--- config.mk ---
export PLATFORM = sky130hd
export DESIGN_NAME = beam_threshold_loader
export DESIGN_NICKNAME = d
export VERILOG_FILES = /design/src/rtl/beam_threshold_loader.sv
export SDC_FILE = /design/constraint.sdc
export NUM_CORES = 1
export LEC_CHECK = 0
export BUFFER_PORTS_ARGS = -buffer_cell sky130_fd_sc_hd__buf_2
export CORE_MARGIN = 1
export CORE_UTILIZATION = 45
export DETAILED_ROUTE_END_ITERATION = 12
export GPL_TIMING_DRIVEN = 0
export PLACE_DENSITY = 0.74
export SYNTH_ARGS = -nofsm -noshare
export SYNTH_HDL_FRONTEND = slang
export SYNTH_SLANG_ARGS = --single-unit
--- constraint.sdc ---
create_clock -name clk_i -period 2.55 [get_ports clk_i]
set_clock_uncertainty 0.05 [all_clocks]
set_input_delay 0.3825 -clock clk_i [delete_from_list [all_inputs] [get_ports clk_i]]
set_output_delay 0.3825 -clock clk_i [all_outputs]
set_load 0.1 [all_outputs]
--- src/rtl/beam_threshold_loader.sv ---
// Stages per-beam trigger thresholds and loads only the changed beams, one beam per cycle, then strobes update.
// Latency: first beam load one cycle after the commit is registered. No backpressure: writes made while busy are rejected with wr_err_o.
module beam_threshold_loader #(
    parameter int          NBEAMS         = 2,
    parameter logic [17:0] DEFAULT_THRESH = 18'h3FFFF
) (
    input  logic              clk_i,
    input  logic              rst_n_i,
    input  logic              wr_en_i,
    input  logic [5:0]        wr_beam_i,
    input  logic [17:0]       wr_thresh_i,
    input  logic              commit_i,
    output logic [17:0]       thresh_o,
    output logic [NBEAMS-1:0] thresh_ce_o,
    output logic              update_o,
    output logic              busy_o,
    output logic              done_o,
    output logic              wr_err_o
);

    localparam logic [5:0] LAST = 6'(NBEAMS - 1);
    localparam logic [6:0] NB7  = 7'(NBEAMS);

    typedef enum logic [1:0] {
        IDLE   = 2'd0,
        SCAN   = 2'd1,
        UPDATE = 2'd2
    } state_t;

    state_t            state, state_nxt;
    logic [5:0]        k, k_nxt;
    logic [17:0]       stage [NBEAMS];
    logic [NBEAMS-1:0] dirty, dirty_nxt, hit, sel, ce_nxt;
    logic              pending, pending_nxt;
    logic              loaded, loaded_nxt;
    logic              wr_ok, emit, last;
    logic [5:0]        emit_beam;
    logic [17:0]       thresh_nxt;

    always_comb begin
        wr_ok = wr_en_i && (state == IDLE) && ({1'b0, wr_beam_i} < NB7);
    end

    // Outputs are registered, so each edge emits the beam the next cycle will show.
    always_comb begin
        state_nxt = state;
        k_nxt     = k;
        emit      = 1'b0;
        emit_beam = k + 6'd1;
        last      = 1'b0;
        case (state)
            IDLE: begin
                if (pending) begin
                    state_nxt = SCAN;
                    k_nxt     = 6'd0;
                    emit      = 1'b1;
                    emit_beam = 6'd0;
                end
            end
            SCAN: begin
                if (k == LAST) begin
                    state_nxt = UPDATE;
                    last      = 1'b1;
                end else begin
                    k_nxt = k + 6'd1;
                    emit  = 1'b1;
                end
            end
            UPDATE:  state_nxt = IDLE;
            default: state_nxt = IDLE;
        endcase
    end

    // A write accepted on the same edge that starts a scan is forwarded to beam 0.
    always_comb begin
        hit        = '0;
        sel        = '0;
        thresh_nxt = thresh_o;
        for (int i = 0; i < NBEAMS; i++) begin
            hit[i] = wr_ok && (wr_beam_i == 6'(i));
            sel[i] = emit && (emit_beam == 6'(i));
        end
        ce_nxt = sel & (dirty | hit);
        for (int i = 0; i < NBEAMS; i++) begin
            if (ce_nxt[i]) begin
                thresh_nxt = hit[i] ? wr_thresh_i : stage[i];
            end
        end
        dirty_nxt   = (dirty | hit) & ~sel;
        loaded_nxt  = ((state == IDLE) ? 1'b0 : loaded) | (|ce_nxt);
        pending_nxt = (state == IDLE && pending) ? 1'b0 : (pending | commit_i);
    end

    always_ff @(posedge clk_i or negedge rst_n_i) begin
        if (!rst_n_i) begin
            state <= IDLE;
            k     <= 6'd0;
        end else begin
            state <= state_nxt;
            k     <= k_nxt;
        end
    end

    always_ff @(posedge clk_i or negedge rst_n_i) begin
        if (!rst_n_i) begin
            for (int i = 0; i < NBEAMS; i++) begin
                stage[i] <= DEFAULT_THRESH;
            end
            dirty   <= '1;
            pending <= 1'b1;
            loaded  <= 1'b0;
        end else begin
            for (int i = 0; i < NBEAMS; i++) begin
                if (hit[i]) begin
                    stage[i] <= wr_thresh_i;
                end
            end
            dirty   <= dirty_nxt;
            pending <= pending_nxt;
            loaded  <= loaded_nxt;
        end
    end

    always_ff @(posedge clk_i or negedge rst_n_i) begin
        if (!rst_n_i) begin
            thresh_o    <= 18'd0;
            thresh_ce_o <= '0;
            update_o    <= 1'b0;
            busy_o      <= 1'b0;
            done_o      <= 1'b0;
            wr_err_o    <= 1'b0;
        end else begin
            thresh_o    <= thresh_nxt;
            thresh_ce_o <= ce_nxt;
            update_o    <= last && loaded;
            busy_o      <= (state_nxt != IDLE);
            done_o      <= last;
            wr_err_o    <= wr_en_i && !wr_ok;
        end
    end

endmodule

======== After elaboration in Yosys (flattened, before gate mapping) ========
Index checks and enable logic that the tools add are counted.
storage, ports and cells
  bits in registers ....................... 72
  latch bits .............................. 0
  memory bits (writable) .................. 0
  bits in read-only memories .............. 0
  input port bits ......................... 28
  output and inout port bits .............. 24
  logic and storage cells ................. 64
  memories kept ........................... 0
operators by class
  add/sub/neg operators ................... 1
  multiply operators ...................... 0
  div/mod/pow operators ................... 0
  magnitude comparators ................... 1
  equal/unequal tests ..................... 6
  shift operators ......................... 0
  multiplexer cells ....................... 19
  bitwise logic cells ..................... 6
  reduce and logical (&&, ||, !) cells .... 18
operators with widths
  cell                   count
  $mux W18               4
  $mux W6                4
  $eq A6 B1 Y1 const B   3
  $logic_not A6 Y1       2
  $pmux W6 S2            1
  $logic_and A1 B1 Y1    9
  $add A6 B1 Y6 const B  1
  $lt A6 B2 Y1 const B   1
  $mux W1                6
  $reduce_bool A2 Y1     3
  $and A2 B2 Y2          2
  $mux W2                2
  $ne A2 B2 Y1 const B   2
  $pmux W2 S2            1
  $reduce_and A3 Y1      1
  $eq A2 B1 Y1 const B   1
  $logic_not A2 Y1       1
  $not A2 Y2             1
  $or A1 B1 Y1           2
  $or A2 B2 Y2           1
  $pmux W1 S2            1
  $reduce_or A2 Y1       1
  $logic_not A1 Y1       1

======== Depth between registers and ports, before layout ========
Gate-level depths: netlist (run 1).
  depth after elaboration ................. 8
  depth in mapped cells ................... 9

======== Least setup slack after synthesis (run 1) ========
OpenSTA, ideal clock, no wires.
  path type ............................... register -> register
  start point ............................. register k[0]
  end point ............................... register thresh_o[10]
  library setup time ...................... 0.127 ns
  arrival ................................. 2.155 ns
  slack ................................... 0.218 ns
  stages on the path, launching flop included .. 8
  buffers on the path ..................... 1
  period minus slack after synthesis ...... 2.332 ns
  cells stage by stage .................... dfrtp_1 -> ha_1 -> and3_2 -> o31a_1 -> o41ai_4 -> a21oi_4 -> buf_6 -> a221o_1
on the way
  longest elaborated chain between the ends .. 7
ends and longest elaborated chain
  element                                                  line  source
  from (decl)                                              31    logic [5:0] k, k_nxt;
  from (signal assigned)                                   100   k <= k_nxt;
  $add A6 B1 Y6                                            49    emit_beam = k + 6'd1;
  $mux W6                                                  53    if (pending) begin
  $mux W6                                                  51    case (state)
  $eq A6 B1 Y1 / $logic_not A6 Y1 (equally long branches)  81    sel[i] = emit && (emit_beam == 6'(i));
  $logic_and A1 B1 Y1                                      81
  $and A2 B2 Y2 (*)                                        83    ce_nxt = sel & (dirty | hit);
  $mux W18 / $reduce_bool A2 Y1 (equally long branches)    -
  to (signal assigned)                                     133   thresh_o <= thresh_nxt;
  to (decl)                                                13    output logic [17:0] thresh_o,
Every way passes the cells marked *; elsewhere a longest branch is shown, timed or not.
A chain may end at the register's enable or synchronous reset.

======== Worst setup path after layout (run 1) ========
  start point ............................. register k[0]
  end point ............................... register thresh_o[1]
The elaborated chain is that of the path after synthesis.

==> results of run 1 <==
## per-stage QoR
step	hold WS, ps	setup WS (ps)	std cells
after CTS	125	27.9	486
after global placement	390	-2.52	470
final	104	166	489
after floorplan	36.9	218	323
after global routing	171	1.91	489
after detailed placement	395	-43.6	470
## cells in the final DEF, fill, tap and decap left out, drive strengths merged, types with 2 or more instances in the layout
cell	synthesis	layout
nor3	2	2
dfstp	39	39
buf	9	63
clkbuf	7	18
nor4	3	3
xnor2	2	2
a21boi	19	19
and3	2	2
and2	4	4
nand3	8	8
nor2	8	8
dfrtp	33	33
nand2	136	136
ha	2	2
a221o	18	18
clkinv	0	3
o21ai	9	9
inv	2	3
a21oi	3	3
nand2b	2	2
## power by group through the flow
stage | Sequential (uW) | Clock (uW) | Combinational (uW)
detailed placement | 1620 | 0 | 1560
global route | 1640 | 997 | 1690
floorplan | 2260 | 0 | 598
global placement | 1610 | 0 | 1540
finish | 1610 | 927 | 1580
CTS | 1610 | 949 | 1570
## cell type report
type / count / area share (%)
clock inverters: 5 / 1.40
well taps: 96 / 3.12
repair buffers: 54 / 7.29
multi-input cells: 233 / 33.5
flip-flops and latches: 72 / 48.2
clock buffers: 11 / 3.94
inverters: 2 / 0.195
plain buffers: 16 / 2.37
## registers in the layout, summed over array words and instances (netlist names), 2 cells and up
| signal | count |
|---|---|
| dirty | 2 |
| k | 6 |
| stage | 36 |
| state | 2 |
| thresh_ce_o | 2 |
| thresh_o | 18 |
## repair_timing
item	CTS	global route
endpoints found under the setup margin	9	18
hold buffers	0	0
pin swaps	1	0
setup buffers	0	3
gates resized for setup	1	5
## cell families (layout without fill, tap and decap cells)
family,Yosys count,after routing
AO/OA/AOI/OAI,56,56
adder cells (fa/ha/maj),2,2
AND/OR/NAND/NOR,172,172
buffers and inverters,18,88
flip-flops,72,72
XOR/XNOR,3,3
## metal layers
metal | share of wire (%) | vias up | track usage (%)
met2 | 49 | 52 | 32.5
met5 | 0 | - | 0
met3 | 4.1 | 10 | 5.14
met1 | 46 | 1216 | 27.4
li1 | - | 1225 | -
met4 | 1.4 | 0 | 8.64
## path summary, 6_finish.rpt
path | end | slack, ps | cells past startpoint
max in group asynchronous | k[0]$_DFFE_PN0P_ | 1740 | 1
max reg2reg | thresh_o[1]$_DFFE_PN0P_ | 170 | 8
min | thresh_o[0]$_DFFE_PN0P_ | 100 | 1
min reg2reg | stage[19]$_DFF_PN1_ | 400 | 2
max | thresh_o[1]$_DFFE_PN0P_ | 170 | 8
min in group clk_i | stage[13]$_DFF_PN1_ | 200 | 3
==> results.sh, run 1 <==
export IMPL_cp_startpoint="k[0]$_DFFE_PN0P_"
export IMPL_synth_edf_count=0
export IMPL_worstPathCellList="ha_2 -> and2_1 -> a21oi_1 -> o22a_4 -> o41ai_4 -> a21oi_4 -> buf_4 -> a221o_2"
export IMPL_io_buffers=51
export IMPL_grt_ovfl_total=0
export IMPL_avgSynthCellArea_um2=10.0
export IMPL_grt_max_degree=73
export IMPL_worstSkewPairLatency_ps=350
export IMPL_ys_warn_count=0
export IMPL_yosys_register_bits=72
export IMPL_hold_viol_final=0
export IMPL_clk_path_buf_depth=2
export IMPL_cts_tree="built"
export IMPL_finalWeightedCongestion=0.845
export IMPL_dr_first_iter_drc_count=115
export IMPL_clockPowerShare_pct=22.5
export IMPL_grt_pass1_vias=2484
export IMPL_total_power_uw=4110
export IMPL_end_kind="flop"
export IMPL_synth_cell_types=41
export IMPL_worst_slew_pin_slew_ps=880
export IMPL_yosys_area_share_simple_pct=22.9
export IMPL_yosys_top_cells_count="nand2_1, dfstp_2, dfrtp_1, a21boi_0"
export IMPL_synth_top_family_by_area="simple AND/OR/NAND/NOR gates"
export IMPL_seq_power_share_pct=39.1
export IMPL_netSwitchingFraction_pct=42.2
export IMPL_muxShareOfSynthArea_pct=0
export IMPL_cp_data_arrival_time_ps=2560
export IMPL_synthArstFlopShare_pct=100
export IMPL_power_leakage_uw=0.00184
export IMPL_syn_inst=323
export IMPL_first_pass_iters=4
export IMPL_cts_inserted_buffers=9
export IMPL_crit_buf_inv=1
export IMPL_antenna_cells=0
export IMPL_root_buffer="clkbuf_8"
export IMPL_status="finished, final reports clean"
export IMPL_drv_cap=0
export IMPL_placed_area_um2=3610
export IMPL_route_detailed_drc=0
export IMPL_coreArea_um2=6870
export IMPL_finish_utilization_pct=56.0
export IMPL_clkTransAtPathRegs_ps=70
export IMPL_vdd_drop_max_mv=0.500
export IMPL_critPathTopFamily="compound AO/OA/AOI/OAI gates"
export IMPL_p_comb_share_pct=38.4
export IMPL_finalSetupViolations=0
export IMPL_vias_per_cell=5.12
export IMPL_synth_compound_area_share_pct=15.2
export IMPL_numClockSinks=72
export IMPL_yosysTopAreaCell="dfstp_2"
export IMPL_grt_usage_pct=20.7
export IMPL_die_h_um=86.7
export IMPL_ys_flop_type="dfstp_2"
export IMPL_fmax_ghz=0.419
export IMPL_io_pins=52
export IMPL_p_int_uw=2380
export IMPL_hold_path_class="in -> async"
export IMPL_routed_wl_um=6880
export IMPL_yosys_area_share_adder_pct=0.774
export IMPL_crit_fanout=8
export IMPL_die_area_um2=7520
export IMPL_regArea_um2=1850
export IMPL_h_tree_depth=3
export IMPL_finalMaxSlewViolations=0
export IMPL_slowest_stage="dfrtp_2"
export IMPL_p_sw_uw=1740
export IMPL_fin_setup_tns_ps=0
export IMPL_slowest_delay_ps=450
export IMPL_ys_seq_area_share_pct=57.3
export IMPL_num_nets_final=418
export IMPL_critPathRequiredTime_ps=2730
export IMPL_worstSetupPathType="reg -> reg"
export IMPL_p_per_area_nw_per_um2=1070
export IMPL_start_util_pct=47.0
export IMPL_max_slew_margin_pct=41.4
export IMPL_fillers=607
export IMPL_period_share_pct=93.5
export IMPL_syn_nets=353
export IMPL_fin_area_um2=3850
export IMPL_synth_top_area_share_pct=31.7
export IMPL_syn_to_final_growth_pct=19.0
export IMPL_synth_xor_area_share_pct=0.813
export IMPL_rows=30
export IMPL_grt_setup_unrepaired="no"
export IMPL_synth_area_leaders="dfstp_2, dfrtp_1, nand2_1, a21boi_0, a221o_2"
export IMPL_post_dp_hpwl_um=4500
export IMPL_cp_start_kind="flop"
export IMPL_multiInputGateArea_um2=1290
export IMPL_synthesis_area_um2=3230
export IMPL_post_drt_wl_per_cell_um=14.1
export IMPL_synth_most_common_cell="nand2_1"
export IMPL_final_layout_size_suffix_gt1_share_pct=36.4
export IMPL_r2r_start="k[0]$_DFFE_PN0P_"
export IMPL_ant_nets=0
export IMPL_die_w_um=86.7
export IMPL_grt_antenna_before_repair=0
export IMPL_grt_pass1_wl_um=11800
export IMPL_vias=2503
export IMPL_post_route_min_period_ps=2380
No activity file was read; power rests on OpenSTA's default activity.
==> run 2: changes to the inputs <==
Settings changed: ABC_AREA set to 1.
==> results.sh, run 2 <==
export IMPL_status="finished, final reports clean"
export IMPL_final_layout_size_suffix_gt1_share_pct=31.8
export IMPL_total_power_uw=4820
export IMPL_dr_first_iter_drc_count=169
export IMPL_finalMaxSlewViolations=0
export IMPL_cp_start_kind="flop"
export IMPL_routed_wl_um=7110
export IMPL_io_buffers=51
export IMPL_cp_num_cells=12
export IMPL_layout_common_cells="nand2_1, buf_2, nand3_1"
export IMPL_p_comb_share_pct=45.0
export IMPL_timing_rr_end="thresh_o[16]$_DFFE_PN0P_"
export IMPL_antenna_cells=0
export IMPL_yosys_register_bits=72
export IMPL_fin_setup_tns_ps=0
export IMPL_post_route_min_period_ps=2030
export IMPL_synth_area_leaders="dfstp_2, dfrtp_1, nand2_1, nand3_1, nand4_1"
export IMPL_end_kind="flop"
export IMPL_hold_viol_final=0
export IMPL_r2r_start="k[0]$_DFFE_PN0P_"
export IMPL_vdd_drop_max_mv=0.819
export IMPL_worstSkewPairLatency_ps=350
export IMPL_clockPowerShare_pct=19.8
export IMPL_cts_setup_buffers=0
export IMPL_cts_hold_buf=0
export IMPL_start_util_pct=46.8
export IMPL_worstSetupPathType="reg -> reg"
export IMPL_critPathTopFamily="simple AND/OR/NAND/NOR gates"
export IMPL_hold_path_class="in -> async"
export IMPL_r2r_cells=12
export IMPL_max_slew_margin_pct=41.9
export IMPL_synthesis_area_um2=3180
export IMPL_grt_max_degree=73
export IMPL_ys_flop_type="dfstp_2"
export IMPL_vias_per_cell=5.05
export IMPL_worstPathCellList="ha_1 -> inv_1 -> nand2_1 -> nand2_1 -> nand3_1 -> nand2_1 -> inv_1 -> nor2_1 -> buf_4 -> buf_6 -> nand4_1 -> nand3_1"
export IMPL_cp_endpoint="thresh_o[16]$_DFFE_PN0P_"
export IMPL_die_area_um2=7400
export IMPL_clk_path_buf_depth=2
export IMPL_synthArstFlopShare_pct=100
export IMPL_synth_most_common_cell="nand2_1"
export IMPL_yosys_top_cells_count="nand2_1, nand3_1, dfstp_2, dfrtp_1, nand4_1"
export IMPL_crit_buf_inv=4
export IMPL_root_buffer="clkbuf_8"
export IMPL_route_detailed_drc=0
export IMPL_worst_slew_pin_slew_ps=872
export IMPL_p_int_uw=2500
export IMPL_reg_top3="stage: 36 flops, thresh_o: 18 flops, k: 6 flops"
export IMPL_coreArea_um2=6790
export IMPL_grt_pass1_vias=2497
export IMPL_seq_power_share_pct=35.2
export IMPL_syn_inst=354
export IMPL_grt_ovfl_total=0
export IMPL_rrSetupSlack_ps=520
export IMPL_finalSetupViolations=0
export IMPL_die_h_um=86.0
export IMPL_num_nets_final=446
export IMPL_syn_nets=384
export IMPL_grt_pass1_wl_um=11900
export IMPL_power_leakage_uw=0.00193
export IMPL_synth_cell_types=27
export IMPL_finalWeightedCongestion=0.811
export IMPL_ys_seq_area_share_pct=58.3
export IMPL_cp_data_arrival_time_ps=2270
export IMPL_grt_usage_pct=21.3
export IMPL_grt_antenna_before_repair=0
export IMPL_io_pins=52
export IMPL_first_pass_iters=5
export IMPL_clkTransAtPathRegs_ps=80
export IMPL_post_dp_hpwl_um=4790
export IMPL_ys_warn_count=0
export IMPL_post_drt_wl_per_cell_um=13.8
export IMPL_p_sw_uw=2320
export IMPL_synth_top_area_share_pct=32.3
export IMPL_cp_startpoint="k[0]$_DFFE_PN0P_"
export IMPL_drv_cap=0
export IMPL_avgSynthCellArea_um2=8.97
export IMPL_syn_to_final_growth_pct=18.7
export IMPL_largest_reg_flops=36
export IMPL_regMostFlops="stage"
export IMPL_cts_inserted_buffers=9
export IMPL_crit_fanout=10
export IMPL_cts_resized=0
export IMPL_yosysTopAreaCell="dfstp_2"
export IMPL_h_tree_depth=3
export IMPL_period_share_pct=79.6
export IMPL_synth_edf_count=0
export IMPL_critPathRequiredTime_ps=2790
export IMPL_slowest_stage="dfrtp_1"
export IMPL_fmax_ghz=0.493
export IMPL_netSwitchingFraction_pct=48.1
export IMPL_ant_nets=0
export IMPL_cpMostUsedCell="nand2_1"
export IMPL_cts_tree="built"
export IMPL_numClockSinks=72
export IMPL_grt_setup_unrepaired="no"
export IMPL_die_w_um=86.0
export IMPL_vias=2613
export IMPL_p_per_area_nw_per_um2=1280
export IMPL_layout_commonest_cell="nand2_1"
export IMPL_slowest_delay_ps=460
export IMPL_rows=30
-- run 2: cell types whose count changed after synthesis, sizes merged, moves of 5 or more --
cell / change
buf: +6
inv: +17
nor2: +5
nand3: +37
nand4: +19
clkbuf: -5
nand2: +15
a221o: -18
a21boi: -17
-- run 2: logic make-up after synthesis --
logic type               after synthesis  share of synthesized area [%]
AND/OR/NAND/NOR                      231                           32.2
adder cells (fa/ha/maj)                2                          0.788
AO/OA/AOI/OAI                         12                           2.44
buffers and inverters                 37                           6.30
flip-flops                            72                           58.3
-- run 2: stage by stage --
step | instances | utilization, % | area (um^2) | hold slack [ps] | setup slack, ps
final | 517 | 55.5 | 3770 | 92.5 | 520
after CTS | 517 | 55.5 | 3770 | 125 | 519
after global routing | 517 | 55.5 | 3770 | 164 | 363
after detailed placement | 501 | 52.3 | 3550 | 416 | 551
after floorplan | 354 | - | 3180 | 36.9 | 779
after global placement | 501 | 52.3 | 3550 | 415 | 621
-- run 2: final cells by class --
class                   instances  area [um^2]
fillers                       624         3020
well taps                      96          120
plain buffers                  17          125
inverters                      20         75.1
clock buffers                  12          166
clock inverters                 4         51.3
multi-input cells             245         1130
repair buffers                 51          258
flip-flops and latches         72         1850
-- run 2: power groups by stage --
| stage | combinational (uW) | sequential, uW | clock (uW) |
|---|---|---|---|
| global route | 2300 | 1730 | 1030 |
| CTS | 2180 | 1690 | 972 |
| global placement | 2140 | 1700 | 0 |
| detailed placement | 2170 | 1710 | 0 |
| floorplan | 711 | 2750 | 0 |
| finish | 2170 | 1690 | 957 |
-- run 2: worst min path at each step --
stage	from	endpoint	cells after the start
finish	rst_n_i	thresh_o[11]$_DFFE_PN0P_	1
floorplan	rst_n_i	busy_o$_DFF_PN0_	0
CTS	rst_n_i	thresh_o[2]$_DFFE_PN0P_	1
global route	rst_n_i	thresh_o[2]$_DFFE_PN0P_	1
detailed placement	stage[15]$_DFF_PN1_	stage[15]$_DFF_PN1_	2
global placement	stage[24]$_DFF_PN1_	stage[24]$_DFF_PN1_	2
-- run 2: metal layers --
metal	GRT usage, %	routed length [um]	vias to the layer above
met5	0	0	-
met4	8.18	106	0
met2	34.1	3470	79
met3	5.00	352	11
li1	-	-	1273
met1	28.3	3180	1250
==> run 3: changes to the inputs <==
Settings changed: ABC_AREA 1 to 0, PLACE_DENSITY 0.74 to 0.76.
Clock period 2.55 ns to 1.7 ns, I/O delays scaled along.
==> results.sh, run 3 (synthesis results as in run 1) <==
export IMPL_max_slew_margin_pct=41.1
export IMPL_power_leakage_uw=0.00200
export IMPL_hold_path_class="in -> reg"
export IMPL_critPathRequiredTime_ps=1870
export IMPL_dp_slack_ps=-751
export IMPL_timing_rr_end="thresh_o[1]$_DFFE_PN0P_"
export IMPL_ant_nets=0
export IMPL_hold_end="pending$_DFF_PN1_"
export IMPL_grt_pass1_wl_um=12400
export IMPL_io_buffers=51
export IMPL_violations="negative setup slack"
export IMPL_dr_first_iter_drc_count=156
export IMPL_p_comb_share_pct=42.7
export IMPL_finalMaxSlewViolations=0
export IMPL_fmax_ghz=0.417
export IMPL_grt_setup_unrepaired="yes"
export IMPL_finalWeightedCongestion=0.865
export IMPL_r2r_cells=9
export IMPL_regMostFlops="stage"
export IMPL_vdd_drop_max_mv=0.678
export IMPL_layout_commonest_cell="nand2_1"
export IMPL_worst_slew_pin_slew_ps=884
export IMPL_grt_max_degree=73
export IMPL_worstSetupPathType="reg -> reg"
export IMPL_drv_cap=0
export IMPL_holdPathStages=2
export IMPL_p_sw_uw=2860
export IMPL_start_util_pct=47.0
export IMPL_cp_start_kind="flop"
export IMPL_vias=2702
export IMPL_cts_tree="built"
export IMPL_clk_path_buf_depth=2
export IMPL_post_dp_hpwl_um=4650
export IMPL_numClockSinks=72
export IMPL_num_nets_final=439
export IMPL_post_drt_wl_per_cell_um=15.9
export IMPL_first_pass_iters=4
export IMPL_antenna_cells=0
export IMPL_r2r_start="k[0]$_DFFE_PN0P_"
export IMPL_h_tree_depth=3
export IMPL_period_share_pct=141
export IMPL_fillers=534
export IMPL_hold_viol_final=0
export IMPL_coreArea_um2=6870
export IMPL_root_buffer="clkbuf_8"
export IMPL_vias_per_cell=5.30
export IMPL_post_route_min_period_ps=2400
export IMPL_hold_start="commit_i"
export IMPL_status="complete, but fails checks"
export IMPL_cts_inserted_buffers=9
export IMPL_die_area_um2=7520
export IMPL_grt_pass1_vias=2657
export IMPL_p_int_uw=4020
export IMPL_die_h_um=86.7
export IMPL_rrSetupSlack_ps=-700
export IMPL_crit_fanout=6
export IMPL_worstSkewPairLatency_ps=340
export IMPL_rows=30
export IMPL_io_pins=52
export IMPL_grt_usage_pct=21.8
export IMPL_cp_data_arrival_time_ps=2570
export IMPL_die_w_um=86.7
export IMPL_layout_common_cells="nand2_1, buf_2, dfstp_2"
export IMPL_largest_reg_flops=36
export IMPL_grt_antenna_before_repair=0
export IMPL_finalSetupViolations=22
export IMPL_route_detailed_drc=0
export IMPL_clkTransAtPathRegs_ps=70
export IMPL_reg_top3="stage: 36 flops, thresh_o: 18 flops, k: 6 flops"
export IMPL_p_per_area_nw_per_um2=1620
export IMPL_final_layout_size_suffix_gt1_share_pct=44.0
export IMPL_netSwitchingFraction_pct=41.5
export IMPL_syn_to_final_growth_pct=31.3
export IMPL_clockPowerShare_pct=22.0
export IMPL_end_kind="flop"
export IMPL_seq_power_share_pct=35.3
export IMPL_grt_ovfl_total=0
export IMPL_routed_wl_um=8130
export IMPL_finalWorstSetupSlack_ps=-697
export IMPL_hold_slack_ps=68.2
-- run 3: cell types whose count changed in the layout (fill, tap and decap cells not counted), moves of 5 or more --
cell and delta:
a21boi_0 +15, a221o_1 +9, a221o_2 +9, buf_4 +15
dfrtp_1 -5, dfrtp_2 +5, inv_1 -15, nand2_1 -13
nand3_1 -34, nand4_1 -19, nor2_1 -5, o21ai_0 +5
-- run 3: critical path, cell delays in order (launching register included) --
cell	delay (ps)
dfrtp_2	440
buf_4	150
buf_4	160
nand2_2	100
a21oi_2	70
o22a_4	250
o41ai_4	410
a21oi_4	180
buf_12	170
a221o_2	320
-- run 3: power by group through the flow --
stage                     Clock, uW  Combinational, uW  Sequential, uW
after global placement            0               2320            2430
after detailed placement          0               2370            2450
after CTS                      1540               2760            2420
after global routing           1620               3090            2470
after floorplan                   0                903            3410
final                          1520               2940            2430
-- run 3: metal layers --
layer	track usage, %	share of wire, %	vias to the layer above
met4	9.55	2.8	0
met1	27.0	41	1343
li1	-	-	1267
met3	3.52	4.1	17
met5	0	0	-
met2	37.7	52	75
-- run 3: layout make-up --
class | count | area [um^2] | share of cell area (%)
timing repair buffer | 74 | 489 | 11.5
tap | 96 | 120 | 2.83
multi-input combinational | 234 | 1410 | 33.1
inverter | 2 | 7.51 | 0.177
sequential | 72 | 1860 | 43.7
buffer | 16 | 136 | 3.21
clock inverter | 6 | 90.1 | 2.12
clock buffer | 10 | 138 | 3.24
-- run 3: what timing repair did --
item / in CTS / in global routing
gates cloned: 1 / 2
endpoints found under the hold margin: 1 / 0
pin swaps: 19 / 8
hold buffers: 1 / 0
resized for setup: 27 / 24
setup buffers: 16 / 4
setup endpoints to repair: 60 / 38
-- run 3: through the flow --
step	util (%)	area, um^2	total power, uW	std cells	setup TNS (ps)
global route	61.8	4240	7180	510	-16390
CTS	59.8	4110	6720	504	-12090
floorplan	-	3260	4310	323	-8190
global placement	52.9	3630	4750	470	-21750
detailed placement	53.0	3640	4820	470	-24260
finish	61.8	4240	6880	510	-14190
-- run 3: worst max-delay path by stage --
stage / slack, ps / end / depth (start not counted) / from
after floorplan: -450 / thresh_o[10]$_DFFE_PN0P_ / 7 / k[0]$_DFFE_PN0P_
after global placement: -720 / thresh_o[11]$_DFFE_PN0P_ / 7 / k[0]$_DFFE_PN0P_
after detailed placement: -750 / thresh_o[15]$_DFFE_PN0P_ / 7 / k[0]$_DFFE_PN0P_
after CTS: -610 / thresh_o[1]$_DFFE_PN0P_ / 7 / k[0]$_DFFE_PN0P_
after global routing: -800 / thresh_o[0]$_DFFE_PN0P_ / 9 / k[1]$_DFFE_PN0P_
final: -700 / thresh_o[1]$_DFFE_PN0P_ / 9 / k[0]$_DFFE_PN0P_
